<file path="src/rtl/branch_hazard_ctrl.sv">
// Branch hazard / redirect controller for the ID-stage branch comparator.
// Optional statistics counters are built when BRANCH_STAT_EN is defined.
module branch_hazard_ctrl #(
    parameter int unsigned MAX_STALL = 2
) (
    input  logic        clk,
    input  logic        rst,
    input  logic [5:0]  Op_ID,
    input  logic [4:0]  rs_ID,
    input  logic [4:0]  rt_ID,
    input  logic        EX_ctrl_RegWr,
    input  logic        EX_ctrl_MemRd,
    input  logic [4:0]  WriteDst_EX,
    input  logic        MEM_ctrl_RegWr,
    input  logic        MEM_ctrl_MemRd,
    input  logic [4:0]  WriteDst_MEM,
    input  logic        brSignal,
    output logic        PCWr,
    output logic        IFIDWr,
    output logic        IDEX_bubble,
    output logic        IFID_flush,
    output logic        br_redirect,
    output logic [1:0]  stall_cnt,
    output logic        stall_err
`ifdef BRANCH_STAT_EN
    ,
    output logic [15:0] br_cnt,
    output logic [15:0] br_taken_cnt,
    output logic [15:0] br_stall_cnt
`endif
);

    localparam logic [5:0] INSTR_BEQ_OP = 6'b000100;
    localparam logic [5:0] INSTR_BNE_OP = 6'b000101;

    typedef enum logic {RUN, STALL} state_t;

    state_t state;
    logic   is_branch;
    logic   ex_match;
    logic   mem_match;
    logic   h1;
    logic   h2;
    logic   haz;
    logic   taken;

    // $0 is hardwired, so a write to it can never feed the comparator.
    always_comb begin
        is_branch = (Op_ID == INSTR_BEQ_OP) || (Op_ID == INSTR_BNE_OP);
        ex_match  = (WriteDst_EX != 5'd0) &&
                    ((WriteDst_EX == rs_ID) || (WriteDst_EX == rt_ID));
        mem_match = (WriteDst_MEM != 5'd0) &&
                    ((WriteDst_MEM == rs_ID) || (WriteDst_MEM == rt_ID));
        h1        = EX_ctrl_MemRd && EX_ctrl_RegWr && ex_match;
        h2        = MEM_ctrl_RegWr && !MEM_ctrl_MemRd && mem_match;
        haz       = is_branch && (h1 || h2);
        taken     = !haz && is_branch && brSignal;
    end

    // NOTE: every output gets a value on every path so no latch is inferred.
    always_comb begin
        if (rst) begin
            PCWr        = 1'b0;
            IFIDWr      = 1'b0;
            IDEX_bubble = 1'b1;
            IFID_flush  = 1'b1;
            br_redirect = 1'b0;
        end else begin
            PCWr        = !haz;
            IFIDWr      = !haz;
            IDEX_bubble = haz;
            br_redirect = taken;
            IFID_flush  = taken;
        end
    end

    // NOTE: sequential state uses non-blocking assignments so all registers
    // sample the same pre-edge values.
    always_ff @(posedge clk or posedge rst) begin
        if (rst) begin
            state     <= RUN;
            stall_cnt <= 2'd0;
            stall_err <= 1'b0;
        end else begin
            case (state)
                RUN:     state <= haz ? STALL : RUN;
                STALL:   state <= haz ? STALL : RUN;
                default: state <= RUN;
            endcase
            if (haz) begin
                if (stall_cnt != 2'd3)
                    stall_cnt <= stall_cnt + 2'd1;
                if (stall_cnt == 2'(MAX_STALL))
                    stall_err <= 1'b1;
            end else if (state == STALL) begin
                stall_cnt <= 2'd0;
            end
        end
    end

`ifdef BRANCH_STAT_EN
    always_ff @(posedge clk or posedge rst) begin
        if (rst) begin
            br_cnt       <= 16'd0;
            br_taken_cnt <= 16'd0;
            br_stall_cnt <= 16'd0;
        end else begin
            if (is_branch && !haz && br_cnt != 16'hFFFF)
                br_cnt <= br_cnt + 16'd1;
            if (taken && br_taken_cnt != 16'hFFFF)
                br_taken_cnt <= br_taken_cnt + 16'd1;
            if (haz && br_stall_cnt != 16'hFFFF)
                br_stall_cnt <= br_stall_cnt + 16'd1;
        end
    end
`endif

endmodule

</file>
<file path="config.mk">
export PLATFORM = sky130hd
export DESIGN_NAME = branch_hazard_ctrl
export DESIGN_NICKNAME = d
export VERILOG_FILES = /design/src/rtl/branch_hazard_ctrl.sv
export SDC_FILE = /design/constraint.sdc
export NUM_CORES = 1
export LEC_CHECK = 0
export BUFFER_PORTS_ARGS = -buffer_cell sky130_fd_sc_hd__buf_2
export CAP_MARGIN = 0
export CORE_UTILIZATION = 38
export CTS_BUF_LIST = sky130_fd_sc_hd__clkbuf_4 sky130_fd_sc_hd__clkbuf_8 sky130_fd_sc_hd__clkbuf_16
export DETAILED_ROUTE_END_ITERATION = 8
export PLACE_DENSITY = 0.78
export SETUP_SLACK_MARGIN = 0.02
export SLEW_MARGIN = 20
export SYNTH_ARGS = -nofsm -noshare
export SYNTH_HDL_FRONTEND = slang
export SYNTH_SLANG_ARGS = --single-unit
</file>
<file path="constraint.sdc">
create_clock -name clk -period 1.8 [get_ports clk]
set_input_delay 0.18 -clock clk [delete_from_list [all_inputs] [get_ports clk]]
set_output_delay 0.18 -clock clk [all_outputs]
set_load 0.01 [all_outputs]
</file>
Word level (Yosys, flattened, before mapping)
Index checks and enable logic that the tools add are counted.
Word-level totals
  register bits after elaboration: 4
  input port bits: 33
  word-level logic and storage cells: 41
Operators by class
  mux-type cells: 8
  eq/ne operators: 9
  reductions and logical operators: 20
  add/subtract/negate cells: 1
Operators with widths (number)
  == test 5 bit: 4
  == test 6 x 3 -> 1 bit, second input constant: 2
  nonzero test 5 bit: 2
  logical AND 1 bit: 9
  2-to-1 mux 2 bit: 3
  2-to-1 mux 1 bit: 5
  logical OR 1 bit: 4
  AND reduction 2 bit: 2
  adder 2 x 1 -> 2 bit, second input constant: 1
  == test 2 bit, second input constant: 1
  logical NOT 1 bit: 2
  inequality test 2 x 1 -> 1 bit, second input constant: 1
  inequality test 2 bit, second input constant: 1
  nonzero test 2 bit: 1

Logic depth before layout (Yosys ltp)
Gate-level depths: netlist of run 1.
  depth in word-level cells: 10
  depth in mapped cells: 7
  mapped depth without buffers: 6

Least setup slack after synthesis of run 1
OpenSTA, ideal clock, no wires.
  path type: input port to output port
  from: in rt_ID[3]
  to: out PCWr
  stages: 7
  arrival: 1526 ps
  buffers on the path: 1
  required time: 1620 ps
  setup slack: 94 ps
  cells stage by stage: xor2_1 -> nor3_2 -> a22oi_1 -> o22a_2 -> o21ai_0 -> inv_1 -> buf_4
On the way
  word-level cells in the longest chain between the ends: 8
  elaborated cells between the ends (all ways): 12
  classes of those cells: eq/ne: 2; mux: 1; reduce/logical: 9
RTL lines
  from (decl): line 10  | input logic [4:0] rt_ID,
  == test 5 bit, on equally long branches: line 51, 53
  logical OR 1 bit, on equally long branches: line 51, 53
  logical AND 1 bit, on equally long branches: line 50, 52
  logical AND 1 bit, on equally long branches: line 54, 55
  logical OR 1 bit (*): line 56  | haz = is_branch && (h1 || h2);
  logical AND 1 bit (*): line 56
  logical NOT 1 bit (*)
  2-to-1 mux 1 bit (*)
  to (decl): line 18  | output logic PCWr,
Mark *: on every way between the ends. The rest lies on a longest branch, timed or not.

Worst setup path after layout of run 1
  from: in WriteDst_EX[1]
  to: out PCWr
On the way
  word-level cells in the longest chain between the ends: 8
  elaborated cells between the ends (all ways): 10
  classes of those cells: eq/ne: 2; mux: 1; reduce/logical: 7
RTL lines
  from (decl): line 13  | input logic [4:0] WriteDst_EX,
  == test 5 bit: line 51  | ((WriteDst_EX == rs_ID) || (WriteDst_EX == rt_ID));
  logical OR 1 bit: line 51
  logical AND 1 bit (*): line 50  | ex_match = (WriteDst_EX != 5'd0) &&
  logical AND 1 bit (*): line 54  | h1 = EX_ctrl_MemRd && EX_ctrl_RegWr && ex_match;
  logical OR 1 bit (*): line 56
  logical AND 1 bit (*): line 56
  logical NOT 1 bit (*): line 69  | PCWr = !haz;
  2-to-1 mux 1 bit (*): line 62  | if (rst) begin
Marked as above.

==> results of run 1 <==
## power groups by stage
stage	sequential, mW	combinational [mW]	clock, mW
2_1_floorplan	0.0961	0.0573	0
3_3_place_gp	0.0954	0.119	0
3_5_place_dp	0.0954	0.123	0
4_1_cts	0.0943	0.126	0.113
5_1_grt	0.0945	0.144	0.120
6_report	0.0943	0.131	0.110
## cells in the final DEF (no fill, tap or decap), types with 3 or more instances in the layout
| master | netlist | final |
|---|---|---|
| buf_2 | 0 | 37 |
| clkbuf_4 | 0 | 3 |
| dfrtp_1 | 4 | 4 |
| inv_1 | 4 | 4 |
| nor2_1 | 5 | 5 |
| nor3_1 | 5 | 5 |
| o21ai_0 | 5 | 3 |
| xor2_1 | 20 | 20 |
## registers in the layout, indices dropped and copies added, names as in the netlist
signal / flops
stall_err: 1
stall_cnt: 2
state: 1
## timing repair
action / 4_1_cts / 5_1_grt
hold endpoints to repair: 4 / 0
hold buffers: 1 / 0
gates resized for setup: 0 / 7
buffers inserted: 0 / 1
endpoints found under the setup margin: 0 / 5
## stage by stage
step | area, µm² | hold WS (ns) | utilization | std cells | setup WS [ns]
3_3_place_gp | 732.0 | 0.09291 | 0.6171 | 117 | 0.06253
4_1_cts | 764.5 | 0.4021 | 0.6445 | 121 | 0.03551
5_1_grt | 792.0 | 0.4391 | 0.6677 | 122 | 0.009878
3_5_place_dp | 732.0 | 0.09715 | 0.6171 | 117 | 0.04505
2_1_floorplan | 519.2 | -0.04231 | - | 64 | 0.09439
6_report | 792.0 | 0.4137 | 0.6677 | 122 | 0.08251
## cell type report
type,instances,area [µm²],area share
Inverter,4,15.01,0.01896
Multi-Input combinational cell,55,404.1,0.5103
Timing Repair Buffer,42,232.7,0.2938
Clock buffer,3,22.52,0.02844
Tap cell,14,17.52,0.02212
Sequential cell,4,100.1,0.1264
## layer usage
layer  up-vias  global-route usage  routed length (µm)
met4         0             0.07759                   0
li1        312                   -                   -
met5         -                   0                   0
met3         0             0.04046                  41
met1       268              0.2676                 651
met2        16              0.3333                 675
## worst register-to-register path: cells and delay by family (launching register included)
family | cells | cell delay (ns)
adders and majority gates | 1 | 0.29
and+or+nand+nor | 1 | 0.50
DFF | 1 | 0.39
buffers and inverters | 1 | 0.06
AOI/OAI and AO/OA | 1 | 0.11
## worst max path at each step
stage	start	depth (start not counted)	slack [ns]	endpoint
after floorplan	rt_ID[3]	7	0.09	PCWr
after global placement	WriteDst_MEM[0]	7	0.06	PCWr
after detailed placement	WriteDst_MEM[0]	7	0.05	PCWr
after CTS	WriteDst_MEM[0]	7	0.04	PCWr
after global routing	WriteDst_EX[1]	6	0.01	br_redirect
final	WriteDst_EX[1]	7	0.08	PCWr
## cells by family after synthesis
| group | count (synthesis) | synth area share |
|---|---|---|
| xor+xnor | 20 | 0.3374 |
| simple gates | 19 | 0.2024 |
| compound gates | 14 | 0.1759 |
| buf+inv | 5 | 0.04337 |
| flops | 4 | 0.1928 |
| fa+ha+maj | 2 | 0.04819 |
==> metrics.md, run 1 <==
| Metric | Value |
|---|---|
| Most common cell in the netlist | xor2_1 |
| RSZ-0062 raised after global routing | yes |
| Switching part of the total power | 0.3072 |
| Status | finished, final reports clean |
| Syn nets | 99 |
| Ys Warns | 0 |
| Final worst path period need | 1.717 ns |
| HPWL Detailed | 1171 µm |
| Post-synth top area share | 0.3373 |
| Syn avg cell area | 8.113 µm² |
| Clock Power Share | 0.329 |
| Final Hold Vio Count | 0 |
| Synth area leaders | xor2_1 34%, dfrtp_1 19%, ha_1 4.8% |
| Reg-to-reg slack, setup | 0.37 ns |
| Startpoint Class | input pin |
| LEAKAGE | 0.4155 nW |
| # port buffers | 39 |
| Initial antenna violation count | 0 |
| Fmax | 0.5822 GHz |
| Slew HR | 0.8474 |
| Combinational power share | 0.391 |
| Diodes inserted | 0 |
| Die Wd | 38.97 µm |
| CP Data Required Time | 1.62 ns |
| Root cell of the clock tree | clkbuf_4 |
| Worst-margin pin slew | 0.2279 ns |
| Post-Syn Area | 519.2 µm² |
| CORE AREA | 1186 µm² |
| Critical path arrival | 1.54 ns |
| # H-tree levels | 1 |
| Crit Path Max Fanout | 5 |
| Largest net degree at the start of global routing | 7 |
| Gr ovfl total | 0 |
| Post-synth EDFFs | 0 |
| Worst-case reg-to-reg path depth | 4 |
| Synthesized instance count | 64 |
| Hold WC Path Type | input pin to asynchronous set/reset pin |
| Crit end category | output pin |
| Yosys top cell by area | xor2_1 |
| Ratio of cells with drive above 1 in the final layout | 0.4444 |
| CTS tree | yes |
| Post-synthesis sequential element count | 4 |
| IO Count | 41 |
| Die Ht | 38.97 µm |
| Internal Power | 0.2326 mW |
| Fin. max-slew vios | 0 |
| Area grow syn2layout | 52.53% |
| Vias in the first global route | 528 |
| First-pass GRT wire length | 2145 µm |
| CTS Sinks | 4 |
| Final Cycle Share | 0.9542 |
| CP bufs+invs | 3 |
| Peak supply drop | 0.3275 mV |
| Endpoints failing setup | 0 |
| Worst R2R Start | stall_cnt[0] |
| Sequential fraction of the synthesis area | 0.1928 |
| CP max stage delay | 0.52 ns |
| Psw | 0.1031 mW |
| Total Power | 0.3357 mW |
| Fillers | 104 |
| Ys async rst share | 1.000 |
| CTS Buf Count | 3 |
| Pwr per Cell Area | 423.8 nW/µm² |
| Post-Route WL | 1368 µm |
| R2R Path End | stall_cnt[1] |
| Total global-route track usage | 0.2065 |
| Vias | 596 |
| CP max-delay cell | or4_4 |
| Initial DRC count | 14 |
| Post-synthesis cell type count | 23 |
| TNS Setup | 0 ns |
| CP cell instances | buf_6, or4_4, o211ai_1, o22a_2, o21ai_2, inv_1, buf_2 |
| Final Skew | 0.0008797 ns |
| # DRC | 0 |
| Max_cap viols | 0 |
| Sequential power share | 0.281 |
| Starting density of the core | 0.4378 |
| Top post-synthesis cells by count | 20 x xor2_1, 5 x nor2_1, 5 x nor3_1, 5 x o21ai_0 |
| Worst skew pair latency | 0.23 ns |
| Dominant synthesized flop cell | dfrtp_1 |
| CTS max path bufs | 2 |
| Routability congestion estimate from global placement | 0.8711 |
| ANT nets after route | 0 |
| DR WL/cell | 11.21 µm |
| Final layout net count | 145 |
| Largest delay share family, worst path | compound AO/OA/AOI/OAI gates |
| Core Rows | 12 |
| Die ar. | 1518 µm² |
| Setup CP Type | input pin to output pin |
| Via density | 4.885 |
| Clock transition at path regs | 0.04 ns |
| 1st-pass router iterations | 4 |
(Power assumes the default switching activity.)
==> inputs of run 2 (changes only) <==
==> constraint.sdc (replaced) <==
create_clock -name clk -period 1.85 [get_ports clk]
set_input_delay 0.185 -clock clk [delete_from_list [all_inputs] [get_ports clk]]
set_output_delay 0.185 -clock clk [all_outputs]
set_load 0.01 [all_outputs]
==> metrics.md, run 2 (synthesis gave the netlist of run 1 again) <==
| Metric | Value |
|---|---|
| Commonest non-fill, non-tap cells in the layout | 37 x buf_2, 20 x xor2_1, 5 x nor2_1, 5 x nor3_1 |
| CTS Sinks | 4 (unchanged) |
| Startpoint Class | input pin |
| Commonest non-fill, non-tap cell in the layout | buf_2 |
| Peak supply drop | 0.3296 mV (+0.66%) |
| Max_cap viols | 0 (unchanged) |
| Final core occ | 0.6762 (+0.008438) |
| Hold slack | 0.4293 ns (+0.01564 ns) |
| CP max stage delay | 0.53 ns (about the same) |
| Worst skew pair latency | 0.23 ns (about the same) |
| Final Cycle Share | 0.9665 |
| R2R Path End | stall_cnt[1] |
| Final Skew | 0.0007994 ns (-0.00008038 ns) |
| CORE AREA | 1186 µm² (unchanged) |
| Die Ht | 38.97 µm (unchanged) |
| CP bufs+invs | 3 (unchanged) |
| Final Hold Vio Count | 0 (unchanged) |
| Total global-route track usage | 0.2067 (+0.0002482) |
| Setup CP Type | input pin to output pin |
| Initial antenna violation count | 0 (unchanged) |
| Biggest regs | stall_cnt (2), stall_err (1), state (1) |
| Largest net degree at the start of global routing | 7 (unchanged) |
| Largest register FFs | 2 (unchanged) |
| # DRC | 0 (unchanged) |
| Endpoints failing setup | 0 (unchanged) |
| Clock transition at path regs | 0.04 ns (about the same) |
| Crit Path Max Fanout | 5 (unchanged) |
| Largest delay share family, worst path | compound AO/OA/AOI/OAI gates |
| HPWL Detailed | 1193 µm (+1.9%) |
| Fillers | 114 (+9.6%) |
| Die Wd | 38.97 µm (unchanged) |
| 1st-pass router iterations | 4 (unchanged) |
| Pwr per Cell Area | 408.3 nW/µm² (-3.7%) |
| Via density | 4.820 (-1.3%) |
| Worst-margin pin slew | 0.2892 ns (+0.06131 ns) |
| Diodes inserted | 0 (unchanged) |
| Fmax | 0.5593 GHz |
| LEAKAGE | 0.4176 nW (+0.49%) |
| Most flops, register | stall_cnt |
| Area grow syn2layout | 54.46% |
| Status | finished, final reports clean |
| # port buffers | 39 (unchanged) |
| Die ar. | 1518 µm² (unchanged) |
| Worst-case reg-to-reg path depth | 4 (unchanged) |
| CP max-delay cell | or4_4 |
| First-pass GRT wire length | 2132 µm (-0.61%) |
| Starting density of the core | 0.4378 (unchanged) |
| CTS max path bufs | 2 (unchanged) |
| CP Data Required Time | 1.66 ns (+0.04 ns) |
| RSZ-0062 raised after global routing | yes |
| Critical path arrival | 1.60 ns (+0.06 ns) |
| Core Rows | 12 (unchanged) |
| Post-Route WL | 1472 µm (+7.6%) |
| Initial DRC count | 12 (-2) |
| Final setup margin | 0.06197 ns (-0.02054 ns) |
| DR WL/cell | 12.07 µm (+7.6%) |
| Root cell of the clock tree | clkbuf_4 |
| CP cell instances | buf_8, or4_4, o211ai_1, o22a_2, o21ai_2, inv_1, buf_2 |
| Final worst path period need | 1.788 ns |
| ANT nets after route | 0 (unchanged) |
| Hold WC Path Type | input pin to asynchronous set/reset pin |
| Final layout net count | 145 (unchanged) |
| Slew HR | 0.8072 (-0.04020) |
| Ratio of cells with drive above 1 in the final layout | 0.4537 (+0.009259) |
| IO Count | 41 (unchanged) |
| Reg-to-reg slack, setup | 0.43 ns (+0.06 ns) |
| CTS tree | yes |
| Fin. max-slew vios | 0 (unchanged) |
| # H-tree levels | 1 (unchanged) |
| Vias | 588 (-1.3%) |
| Gr ovfl total | 0 (unchanged) |
| Routability congestion estimate from global placement | 0.8919 (+2.4%) |
| CTS Buf Count | 3 (unchanged) |
| Pre-CTS setup slack | 0.07229 ns (+0.02724 ns) |
| Vias in the first global route | 507 (-4.0%) |
| Crit end category | output pin |
| Worst R2R Start | stall_cnt[0] |
run 2: how the worst max path moves through the flow:
stage,startpoint,endpoint,slack (ns),depth (start not counted)
after floorplan,rt_ID[3],PCWr,0.13,7
after global placement,WriteDst_MEM[0],PCWr,0.08,7
after detailed placement,WriteDst_EX[1],PCWr,0.07,7
after CTS,WriteDst_EX[1],PCWr,0.07,7
after global routing,WriteDst_EX[4],IFIDWr,-0.004,7
final,WriteDst_EX[4],PCWr,0.06,7
run 2: area by class of cell:
cell class	instances	area, µm²	area share
Timing Repair Buffer	42	236.5	0.2949
Sequential cell	4	100.1	0.1248
Inverter	4	15.01	0.01872
Multi-Input combinational cell	55	410.4	0.5117
Clock buffer	3	22.52	0.02808
Tap cell	14	17.52	0.02184
run 2: per-stage QoR:
stage / cell area (µm²) / TNS [ns] / std cells / power (mW)
3_5_place_dp: 724.4 / 0 / 116 / 0.2108
4_1_cts: 757.0 / 0 / 120 / 0.3207
2_1_floorplan: 519.2 / 0 / 64 / 0.1493
5_1_grt: 802.0 / -0.004642 / 122 / 0.3503
3_3_place_gp: 724.4 / 0 / 116 / 0.2077
6_report: 802.0 / 0 / 122 / 0.3275
run 2: routing by layer:
metal	up-vias	share of wire	global-route usage
met5	-	0	0
met4	0	0	0.05172
met3	0	0.023	0.05202
met2	14	0.50	0.3333
met1	261	0.48	0.2721
li1	313	-	-
run 2: report_power, final:
group | leakage, nW | internal (mW) | total, mW | switching (mW)
sequential | 0.0557 | 0.0897 | 0.0918 | 0.00210
combinational | 0.348 | 0.0654 | 0.130 | 0.0646
clock | 0.0138 | 0.0724 | 0.106 | 0.0332
run 2: what timing repair did:
item,in CTS,in global routing
setup endpoints to repair,0,5
hold endpoints to repair,4,0
buffers inserted,0,2
hold buffers,1,0
resized for setup,0,10
run 2: worst min-delay path: stages:
cell	delay, ns
dlygate4sd3_1	0.53
buf_2	0.13
inv_1	0.18
